**config.mk**
```make
export PLATFORM = sky130hd
export DESIGN_NAME = sensor_spi_slave
export DESIGN_NICKNAME = d
export VERILOG_FILES = /design/src/rtl/sensor_spi_pkg.sv /design/src/rtl/spi_sync_edge.sv /design/src/rtl/sensor_spi_slave.sv
export SDC_FILE = /design/constraint.sdc
export NUM_CORES = 2
export LEC_CHECK = 0
export CAP_MARGIN = 20
export CORE_MARGIN = 5
export CORE_UTILIZATION = 39
export CTS_CLUSTER_DIAMETER = 40
export CTS_CLUSTER_SIZE = 20
export DETAILED_ROUTE_END_ITERATION = 7
export GPL_TIMING_DRIVEN = 0
export PLACE_DENSITY = 0.66
export SLEW_MARGIN = 5
export SYNTH_ARGS = -nofsm -noshare
export SYNTH_HDL_FRONTEND = slang
export SYNTH_SLANG_ARGS = --single-unit
```
**constraint.sdc**
```tcl
create_clock -name clk_fix -period 2.8 [get_ports clk_fix]
set_input_delay 0.56 -clock clk_fix [delete_from_list [all_inputs] [get_ports clk_fix]]
set_output_delay 0.56 -clock clk_fix [all_outputs]
set_load 0.01 [all_outputs]
```
**src/rtl/sensor_spi_pkg.sv**
```systemverilog
`default_nettype none
// ============================================================================
//  Module   : sensor_spi_pkg
//  Purpose  : Shared constants, state encoding and helpers for the
//             GVISION200 config-register SPI responder.
//  Revision : 1.0  initial release
// ============================================================================
package sensor_spi_pkg;

   localparam int REG_W_DEF = 256;
   localparam int BITCNT_W  = 9;

   // One-hot state encoding
   typedef enum logic [3:0] {
      S_IDLE      = 4'b0001,
      S_SHIFT_IN  = 4'b0010,
      S_COMMIT    = 4'b0100,
      S_SHIFT_OUT = 4'b1000
   } state_t;

   // Saturating increment for the bit counter (holds at all-ones)
   function automatic logic [BITCNT_W-1:0] sat_inc(input logic [BITCNT_W-1:0] v);
      return (v == '1) ? v : v + 1'b1;
   endfunction

endpackage
`default_nettype wire

```
**src/rtl/spi_sync_edge.sv**
```systemverilog
`default_nettype none
// ============================================================================
//  Module   : spi_sync_edge
//  Purpose  : Multi-flop synchroniser for one asynchronous SPI line, with
//             single-cycle rise/fall pulses derived from the synced level.
//  Revision : 1.0  initial release
// ============================================================================
module spi_sync_edge #(
   parameter int SYNC_STAGES = 2
) (
   input  logic clk,
   input  logic rst,
   input  logic i_async,
   output logic o_level,
   output logic o_rise,
   output logic o_fall
);

   logic [SYNC_STAGES-1:0] r_sync;
   logic                   r_prev;

   // Synchroniser chain plus one delayed copy for edge detection
   always_ff @(posedge clk) begin
      if (rst) begin
         r_sync <= '0;
         r_prev <= 1'b0;
      end else begin
         r_sync <= {r_sync[SYNC_STAGES-2:0], i_async};
         r_prev <= r_sync[SYNC_STAGES-1];
      end
   end

   assign o_level = r_sync[SYNC_STAGES-1];
   assign o_rise  =  r_sync[SYNC_STAGES-1] & ~r_prev;
   assign o_fall  = ~r_sync[SYNC_STAGES-1] &  r_prev;

endmodule
`default_nettype wire

```
**src/rtl/sensor_spi_slave.sv**
```systemverilog
`default_nettype none
// ============================================================================
//  Module   : sensor_spi_slave
//  Purpose  : Responder for the 5-wire GVISION200 sensor register SPI.
//             Emulates the sensor's REG_W-bit config register: serial
//             write with commit strobe, serial readback under spi_read.
//  Options  : SENSOR_SPI_SLAVE_LEN_CHECK_EN - reject commits whose bit
//             count is not exactly REG_W (pulses wr_err instead).
//  Revision : 1.0  initial release
// ============================================================================
module sensor_spi_slave
   import sensor_spi_pkg::*;
#(
   parameter int               REG_W       = REG_W_DEF,
   parameter int               SYNC_STAGES = 2,
   parameter logic [REG_W-1:0] RESET_VALUE = '0
) (
   input  logic                clk_fix,
   input  logic                rst_fix,
   input  logic                spi_clk,
   input  logic                spi_in,
   input  logic                spi_write,
   input  logic                spi_read,
   output logic                spi_out,
   output logic [REG_W-1:0]    reg_q,
   output logic                reg_update,
   output logic                wr_err,
   output logic [BITCNT_W-1:0] bit_cnt
);

   // Synchronised levels and edge pulses of the four SPI inputs
   logic w_clk_lvl, w_clk_rise, w_clk_fall;
   logic w_din_lvl, w_din_rise, w_din_fall;
   logic w_wr_lvl,  w_wr_rise,  w_wr_fall;
   logic w_rd_lvl,  w_rd_rise,  w_rd_fall;

   spi_sync_edge #(.SYNC_STAGES(SYNC_STAGES)) u_sync_clk (
      .clk(clk_fix), .rst(rst_fix), .i_async(spi_clk),
      .o_level(w_clk_lvl), .o_rise(w_clk_rise), .o_fall(w_clk_fall));

   spi_sync_edge #(.SYNC_STAGES(SYNC_STAGES)) u_sync_din (
      .clk(clk_fix), .rst(rst_fix), .i_async(spi_in),
      .o_level(w_din_lvl), .o_rise(w_din_rise), .o_fall(w_din_fall));

   spi_sync_edge #(.SYNC_STAGES(SYNC_STAGES)) u_sync_wr (
      .clk(clk_fix), .rst(rst_fix), .i_async(spi_write),
      .o_level(w_wr_lvl), .o_rise(w_wr_rise), .o_fall(w_wr_fall));

   spi_sync_edge #(.SYNC_STAGES(SYNC_STAGES)) u_sync_rd (
      .clk(clk_fix), .rst(rst_fix), .i_async(spi_read),
      .o_level(w_rd_lvl), .o_rise(w_rd_rise), .o_fall(w_rd_fall));

   // Edge/level outputs the protocol has no use for
   logic w_unused_sync;
   assign w_unused_sync = &{w_clk_lvl, w_din_rise, w_din_fall,
                            w_wr_lvl, w_wr_fall};

   state_t              r_state;
   state_t              w_state_nxt;
   logic [REG_W-1:0]    r_sh_in;
   logic [REG_W-1:0]    r_sh_out;
   logic [REG_W-1:0]    r_reg_q;
   logic                r_spi_out;
   logic                r_reg_update;
   logic [BITCNT_W-1:0] r_bit_cnt;

   // State register
   always_ff @(posedge clk_fix) begin
      if (rst_fix) r_state <= S_IDLE;
      else         r_state <= w_state_nxt;
   end

   // Next-state decode; a write rise always beats a simultaneous read rise
   always_comb begin
      w_state_nxt = r_state;
      unique case (r_state)
         S_IDLE: begin
            if (w_wr_rise)                    w_state_nxt = S_COMMIT;
            else if (w_rd_rise)               w_state_nxt = S_SHIFT_OUT;
            else if (w_clk_rise && !w_rd_lvl) w_state_nxt = S_SHIFT_IN;
         end
         S_SHIFT_IN: begin
            if (w_wr_rise) w_state_nxt = S_COMMIT;
         end
         S_COMMIT: begin
            w_state_nxt = S_IDLE;
         end
         S_SHIFT_OUT: begin
            if (w_rd_fall) w_state_nxt = S_IDLE;
         end
         default: w_state_nxt = S_IDLE;
      endcase
   end

`ifdef SENSOR_SPI_SLAVE_LEN_CHECK_EN
   localparam logic [BITCNT_W-1:0] c_FULL_CNT = BITCNT_W'(REG_W);
   logic r_wr_err;
`endif

   // Shifters, committed register, bit counter and output pulses
   always_ff @(posedge clk_fix) begin
      if (rst_fix) begin
         r_sh_in      <= '0;
         r_sh_out     <= '0;
         r_reg_q      <= RESET_VALUE;
         r_spi_out    <= 1'b0;
         r_reg_update <= 1'b0;
         r_bit_cnt    <= '0;
`ifdef SENSOR_SPI_SLAVE_LEN_CHECK_EN
         r_wr_err     <= 1'b0;
`endif
      end else begin
         r_reg_update <= 1'b0;
`ifdef SENSOR_SPI_SLAVE_LEN_CHECK_EN
         r_wr_err     <= 1'b0;
`endif
         unique case (r_state)
            S_IDLE: begin
               if (w_state_nxt == S_SHIFT_IN) begin
                  r_sh_in   <= {r_sh_in[REG_W-2:0], w_din_lvl};
                  r_bit_cnt <= sat_inc(r_bit_cnt);
               end else if (w_state_nxt == S_SHIFT_OUT) begin
                  r_sh_out  <= r_reg_q;
                  r_spi_out <= r_reg_q[REG_W-1];
               end
            end
            S_SHIFT_IN: begin
               // Clock edges coinciding with the commit rise are dropped
               if (w_state_nxt == S_SHIFT_IN && w_clk_rise) begin
                  r_sh_in   <= {r_sh_in[REG_W-2:0], w_din_lvl};
                  r_bit_cnt <= sat_inc(r_bit_cnt);
               end
            end
            S_COMMIT: begin
`ifdef SENSOR_SPI_SLAVE_LEN_CHECK_EN
               if (r_bit_cnt == c_FULL_CNT) begin
                  r_reg_q      <= r_sh_in;
                  r_reg_update <= 1'b1;
               end else begin
                  r_wr_err     <= 1'b1;
               end
`else
               r_reg_q      <= r_sh_in;
               r_reg_update <= 1'b1;
`endif
               r_bit_cnt <= '0;
            end
            S_SHIFT_OUT: begin
               if (w_rd_fall) begin
                  r_spi_out <= 1'b0;
                  r_bit_cnt <= '0;
               end else if (w_clk_fall) begin
                  // Zero-fill so the line idles low once all bits are out
                  r_sh_out  <= {r_sh_out[REG_W-2:0], 1'b0};
                  r_spi_out <= r_sh_out[REG_W-2];
                  r_bit_cnt <= sat_inc(r_bit_cnt);
               end
            end
            default: begin
               r_spi_out <= 1'b0;
            end
         endcase
      end
   end

   assign spi_out    = r_spi_out;
   assign reg_q      = r_reg_q;
   assign reg_update = r_reg_update;
   assign bit_cnt    = r_bit_cnt;
`ifdef SENSOR_SPI_SLAVE_LEN_CHECK_EN
   assign wr_err     = r_wr_err;
`else
   assign wr_err     = 1'b0;
`endif

endmodule
`default_nettype wire

```
=== Word level (Yosys, flattened, before mapping) ===
Index checks and enable logic that the tools add are counted.

* Word-level logic and storage cells: 77
* Register bits after elaboration: 793

* Reduce and logical (&&, ||, !) cells: 11
* Mux-type cells: 26
* Bitwise operators: 11
* $add $sub $neg: 1
* Equality and inequality tests: 14

{| class="wikitable"
|+ Operators with widths
! operator !! number
|-
| $mux W255 || 4
|-
| $mux W256 || 2
|-
| $pmux W256 S2 || 1
|-
| $pmux W255 S2 || 1
|-
| $mux W9 || 5
|-
| $pmux W9 S4 || 1
|-
| $mux W4 || 5
|-
| $pmux W4 S3 || 1
|-
| $ne A2 B2 Y1 const B || 5
|-
| $add A9 B1 Y9 const B || 1
|-
| $eq A9 B9 Y1 const B || 1
|-
| $eq A4 B2 Y1 const B || 2
|-
| $eq A4 B4 Y1 const B || 2
|-
| $reduce_and A4 Y1 || 2
|-
| $not A1 Y1 || 6
|-
| $and A1 B1 Y1 || 5
|-
| $mux W1 || 5
|-
| $reduce_and A5 Y1 || 1
|-
| $eq A4 B1 Y1 const B || 1
|-
| $eq A4 B3 Y1 const B || 1
|-
| $reduce_bool A2 Y1 || 2
|-
| $reduce_bool A4 Y1 || 1
|-
| $ne A3 B1 Y1 const B || 1
|-
| $pmux W1 S3 || 1
|-
| other kinds (5) || 6
|}

=== Logic depth before layout (Yosys ltp) ===
* Word-level depth: 11
* Depth in mapped cells: 8
* Mapped depth without buffers: 5

=== By module ===
Synthesis repeated with hierarchy kept, for this count alone.

* Cells, all modules: 3792
* Area total of the unflattened synthesis: 30645.6 um^2

{| class="wikitable"
|+ Modules (own cells, without submodules)
! module !! area each (um^2) !! cells an instance !! times used
|-
| sensor_spi_slave || 30280.3 || 3760 || 1
|-
| spi_sync_edge || 91.3 || 8 || 4
|}

=== Least setup slack after synthesis ===
No wires, ideal clock.

* Path kind: register to register
* From: register u_sync_rd.r_sync[1]
* To: register r_bit_cnt[8] (netlist: bit_cnt[8])
* Cell stages (with the launch flop): 9
* Path buffers: 3
* Period minus slack after synthesis: 1.928 ns
* Setup slack: 0.872 ns
* Required time: 2.683 ns
* Data arrival time: 1.811 ns
* Cell sequence: dfxtp_1 > clkbuf_1 > nor3b_1 > o2111a_1 > buf_2 > or3_1 > buf_2 > a41oi_1 > nor2_1

* Word-level cells in the longest chain between the ends: 10
* Elaborated cells on any way between the ends: 18
* Classes of those cells: 4 x eq/ne; 7 x mux; 3 x bitwise; 4 x reduce/logical

{| class="wikitable"
|+ RTL lines
! element !! RTL line !! RTL
|-
| start: declaration || spi_sync_edge.sv:19 || <nowiki>logic [SYNC_STAGES-1:0] r_sync;</nowiki>
|-
| start signal: assignment || spi_sync_edge.sv:28 || <nowiki>r_sync <= {r_sync[SYNC_STAGES-2:0], i_async};</nowiki>
|-
| $logic_not A1 Y1 || sensor_spi_slave.sv:80 || <nowiki>else if (w_clk_rise && !w_rd_lvl) w_state_nxt = S_SHIFT_IN;</nowiki>
|-
| $logic_and A1 B1 Y1 || sensor_spi_slave.sv:80 ||
|-
| $mux W4 || sensor_spi_slave.sv:80 ||
|-
| $mux W4 || sensor_spi_slave.sv:79 || <nowiki>else if (w_rd_rise) w_state_nxt = S_SHIFT_OUT;</nowiki>
|-
| $mux W4 || sensor_spi_slave.sv:78 || <nowiki>if (w_wr_rise) w_state_nxt = S_COMMIT;</nowiki>
|-
| $pmux W4 S3 || sensor_spi_slave.sv:76 || <nowiki>unique case (r_state)</nowiki>
|-
| $eq A4 B2 Y1 || sensor_spi_slave.sv:119, sensor_spi_slave.sv:129 ||
|-
| $logic_and A1 B1 Y1 || sensor_spi_slave.sv:129 || <nowiki>if (w_state_nxt == S_SHIFT_IN && w_clk_rise) begin</nowiki>
|-
| $ne A2 B2 Y1 (no source line) || n/a ||
|-
| $reduce_and A4 Y1 (no source line) || n/a ||
|-
| end signal: assignment || sensor_spi_slave.sv:121 || <nowiki>r_bit_cnt <= sat_inc(r_bit_cnt);</nowiki>
|-
| end signal: assignment || sensor_spi_slave.sv:131 || <nowiki>r_bit_cnt <= sat_inc(r_bit_cnt);</nowiki>
|-
| end signal: assignment || sensor_spi_slave.sv:156 || <nowiki>r_bit_cnt <= sat_inc(r_bit_cnt);</nowiki>
|-
| end: declaration || sensor_spi_slave.sv:65 || <nowiki>logic [BITCNT_W-1:0] r_bit_cnt;</nowiki>
|}

Parallel ways exist; a longest one is shown, timed or not.
A chain may end at the register's enable or synchronous reset.

=== Worst setup path in the final report ===
* From: register r_state[1]
* To: register r_sh_out[232]

* Word-level cells in the longest chain between the ends: 7
* Elaborated cells on any way between the ends: 18
* Classes of those cells: 9 x eq/ne; 7 x mux; 2 x reduce/logical

{| class="wikitable"
|+ RTL lines
! element !! RTL line !! RTL
|-
| start: declaration || sensor_spi_slave.sv:58 || <nowiki>state_t r_state;</nowiki>
|-
| start signal: assignment || sensor_spi_slave.sv:70 || <nowiki>else r_state <= w_state_nxt;</nowiki>
|-
| $mux W4 || sensor_spi_slave.sv:80 ||
|-
| $mux W4 || sensor_spi_slave.sv:79 ||
|-
| $mux W4 || sensor_spi_slave.sv:78 ||
|-
| $pmux W4 S3 || sensor_spi_slave.sv:76 ||
|-
| $eq A4 B4 Y1 / $eq A4 B2 Y1 (equally long branches) || sensor_spi_slave.sv:122, sensor_spi_slave.sv:119 ||
|-
| $ne A2 B2 Y1 (no source line) || n/a ||
|-
| $reduce_and A5 Y1 (no source line) || n/a ||
|-
| end signal: assignment || sensor_spi_slave.sv:123 || <nowiki>r_sh_out <= r_reg_q;</nowiki>
|-
| end signal: assignment || sensor_spi_slave.sv:154 || <nowiki>r_sh_out <= {r_sh_out[REG_W-2:0], 1'b0};</nowiki>
|-
| end: declaration || sensor_spi_slave.sv:61 || <nowiki>logic [REG_W-1:0] r_sh_out;</nowiki>
|}

Parallel ways exist; a longest one is shown, timed or not.

==> metrics.yaml <==
yosys:
  synth.most_common_cell: "nand2_1"
  avgSynthCellArea_sq_um: 7.78
  syn-cell-area_sq_um: 29400
  synth_common_cells: "nand2_1 (1543), dfxtp_1 (793), a21oi_1 (518), nor2_1 (265), a311oi_1 (256)"
  ys_warn_count: 0
  async_flop_share_pct: 0
  syn-num-nets: 3787
  ys_types: 41
  ys_ff_latch: 793
  synth.area.top_cells: "dfxtp_1 (54%), nand2_1 (20%), a21oi_1 (8.8%), a311oi_1 (7.6%), nor2_1 (3.4%)"
  synthFlopType: "dfxtp_1"
  yosysTopAreaCell: "dfxtp_1"
  syn_inst: 3780
  seq_area_frac_synth_pct: 54.0
  synth_edf_count: 0
  synth_top_cell_area_share_pct: 54.0
sta:
  max_clock_freq_mhz: 380
  skew_ns: 0.0293
  post-route-period-util_pct: 94.0
  rsz0062_at_grt: "no"
  setup_viol: 0
  post-route-min-period_ns: 2.63
  hold_violations: 0
  tightest_slew_ns: 1.05
  slew_headroom_pct: 30.1
  finalMaxSlewViolations: 0
power:
  clock_power_share_pct: 54.5
  comb_power_share_pct: 3.7
  leakage_nw: 11.8
  power.internal_mw: 21.3
  power.density_nw_per_um2: 739
  power_frac_seq_pct: 41.8
  peakVddDrop_mv: 0.587
  p_sw_share_pct: 23.4
  power_switching_mw: 6.49
global_route:
  grt_pass1_wl_um: 136000
  grt_overflow_total: 0
  grt_pass1_vias: 24830
  grt_start_max_net_pins: 16
  grt_use_total_pct: 20.2
  grt_antenna_before_repair: 1
routing:
  drcViolationCount: 0
  drtPass1Iterations: 7
  initialDrtViolationCount: 1829
  antenna_left: 0
  wirelength_um: 85700
  vias: 26999
  wl_per_cell_um: 16.4
  via_per_inst: 5.15
cells_and_area:
  stdcell_count: 5241
  drive_gt1_share_pct: 7.54
  syn_to_final_growth_pct: 27.8
  post-route-util_pct: 50.4
  fin_nets: 4181
  design_area_sq_um: 37600
  diodes: 0
critical_path:
  cp-end-kind: "flip-flop"
  timing.rr.start: "r_state[1]$_SDFF_PP0_"
  r2r_cells: 8
  critPathLaunch: "r_state[1]$_SDFF_PP0_"
  worst-path-max-fanout: 10
  arrival_ns: 3.13
  path_class: "reg -> reg"
  crit_end: "r_sh_out[232]$_SDFFE_PP0P_"
  cp.required_ns: 3.30
  rrSetupSlack_ns: 0.17
  start_kind: "flip-flop"
  r2r_end: "r_sh_out[232]$_SDFFE_PP0P_"
clock_tree:
  cts_buffers: 113
  cts_sinks: 793
  root_buffer: "clkbuf_16"
  cts.clk_slew.worst_paths_ns: 0.06
  htree_levels: 3
  cts_hold_repair.buffers: 0
  clockBufferDepth: 3
  cts_tree: "yes"
  clock_latency_ns: 0.66
floorplan:
  fp-row-count: 100
  die_x_um: 285
  start_util_pct: 39.5
  die_h_um: 285
  fp.coreArea_sq_um: 74600
  die_area_sq_um: 81000
  boundaryPins: 274
run_status:
  status: "complete, no violations"
placement:
  numPortBuffers: 271
  placed_area_sq_um: 33400
  hpwl_um: 59800
  dp_cells: 5026
  place_congestion: 0.849
min_path:
  min_path_type: "in -> reg"
run:
  maxCapViolations: 0
through the flow:
| stage | power [mW] | TNS, ns | setup slack [ns] | hold slack [ns] |
|---|---|---|---|---|
| after floorplan | 12.6 | 0 | 0.872 | 0.414 |
| after global placement | 12.9 | -73.04 | -0.291 | 0.427 |
| after detailed placement | 12.9 | -70.35 | -0.281 | 0.429 |
| after CTS | 28.0 | 0 | 0.00643 | 0.381 |
| after global routing | 28.7 | 0 | 0.000613 | 0.428 |
| final | 27.8 | 0 | 0.168 | 0.412 |
layer usage:
| metal | part of all wire [%] | global-route usage, % |
|---|---|---|
| met4 | 3.1 | 6.73 |
| met5 | 0 | 0 |
| met2 | 45 | 31.7 |
| met1 | 45 | 27.6 |
| met3 | 6.8 | 4.86 |
power groups by stage:
stage                     Sequential (mW)  Clock (mW)  Combinational [mW]
after floorplan                      11.8           0               0.721
after global placement               11.9           0                1.00
after detailed placement             11.9           0                1.02
after CTS                            11.6        15.4                1.02
after global routing                 11.6        15.9                1.14
final                                11.6        15.1                1.03
timing repair:
action                                  4_1_cts  5_1_grt
buffers inserted                              0        2
endpoints found under the setup margin      300      357
gates resized for setup                       4       23
gates cloned                                  0        0
pin swaps                                     0        1
state kept, by name (all words and copies together), names as in the netlist, 2 cells and up:
signal             flops
u_sync_din.r_sync      2
r_sh_in              256
reg_q                256
r_state                4
u_sync_wr.r_sync       2
u_sync_clk.r_sync      2
bit_cnt                9
u_sync_rd.r_sync       2
r_sh_out             255
placed cells by master (no fill, tap or decap), types with 13 or more instances in the layout:
master / instances
nand2_1: 1543
dfxtp_1: 793
a21oi_1: 518
clkdlybuf4s50_1: 271
nor2_1: 265
a311oi_1: 256
clkbuf_1: 223
clkbuf_16: 115
buf_2: 83
clkinv_2: 20
clkinv_4: 17
bufinv_16: 17
nor2b_1: 16
inv_6: 13
final cells by class:
cell class              count  area [sq um]
plain buffers             324          1350
clock buffers             126          3020
clock inverters            87          1100
fillers                  7205         37000
inverters                   1          3.75
multi-input cells        2662         12200
flip-flops and latches    793         15900
well taps                 969          1210
repair buffers            279          2820
critical path, cell delays in order, from the launching register on:
cell and delay [ns]:
dfxtp_1 0.30, buf_2 0.19, nor4b_4 0.42, a32oi_1 0.17, o22ai_2 0.25, buf_4 0.30, clkbuf_4 0.39, buf_2 0.29
a311oi_1 0.14
worst min-delay path by stage:
stage               cells after the start                              end                       startpoint
finish                                  3            r_state[2]$_SDFF_PP0_                          rst_fix
global route                            3            r_state[2]$_SDFF_PP0_                          rst_fix
CTS                                     3            r_state[2]$_SDFF_PP0_                          rst_fix
detailed placement                      1   u_sync_rd.r_sync[1]$_SDFF_PP0_   u_sync_rd.r_sync[0]$_SDFF_PP0_
global placement                        1  u_sync_din.r_sync[1]$_SDFF_PP0_  u_sync_din.r_sync[0]$_SDFF_PP0_
floorplan                               1  u_sync_clk.r_sync[1]$_SDFF_PP0_  u_sync_clk.r_sync[0]$_SDFF_PP0_
kinds of logic after synthesis:
| group | count (synthesis) | share of synthesized area, % |
|---|---|---|
| fa+ha+maj | 1 | 0.0425 |
| mux | 2 | 0.0723 |
| buf+inv | 325 | 4.53 |
| xor+xnor | 1 | 0.0298 |
| simple gates | 1854 | 24.2 |
| flops | 793 | 54.0 |
| other cells | 1 | 0.0127 |
| compound gates | 803 | 17.1 |
Note: power is estimated with default switching activity, not from simulation.
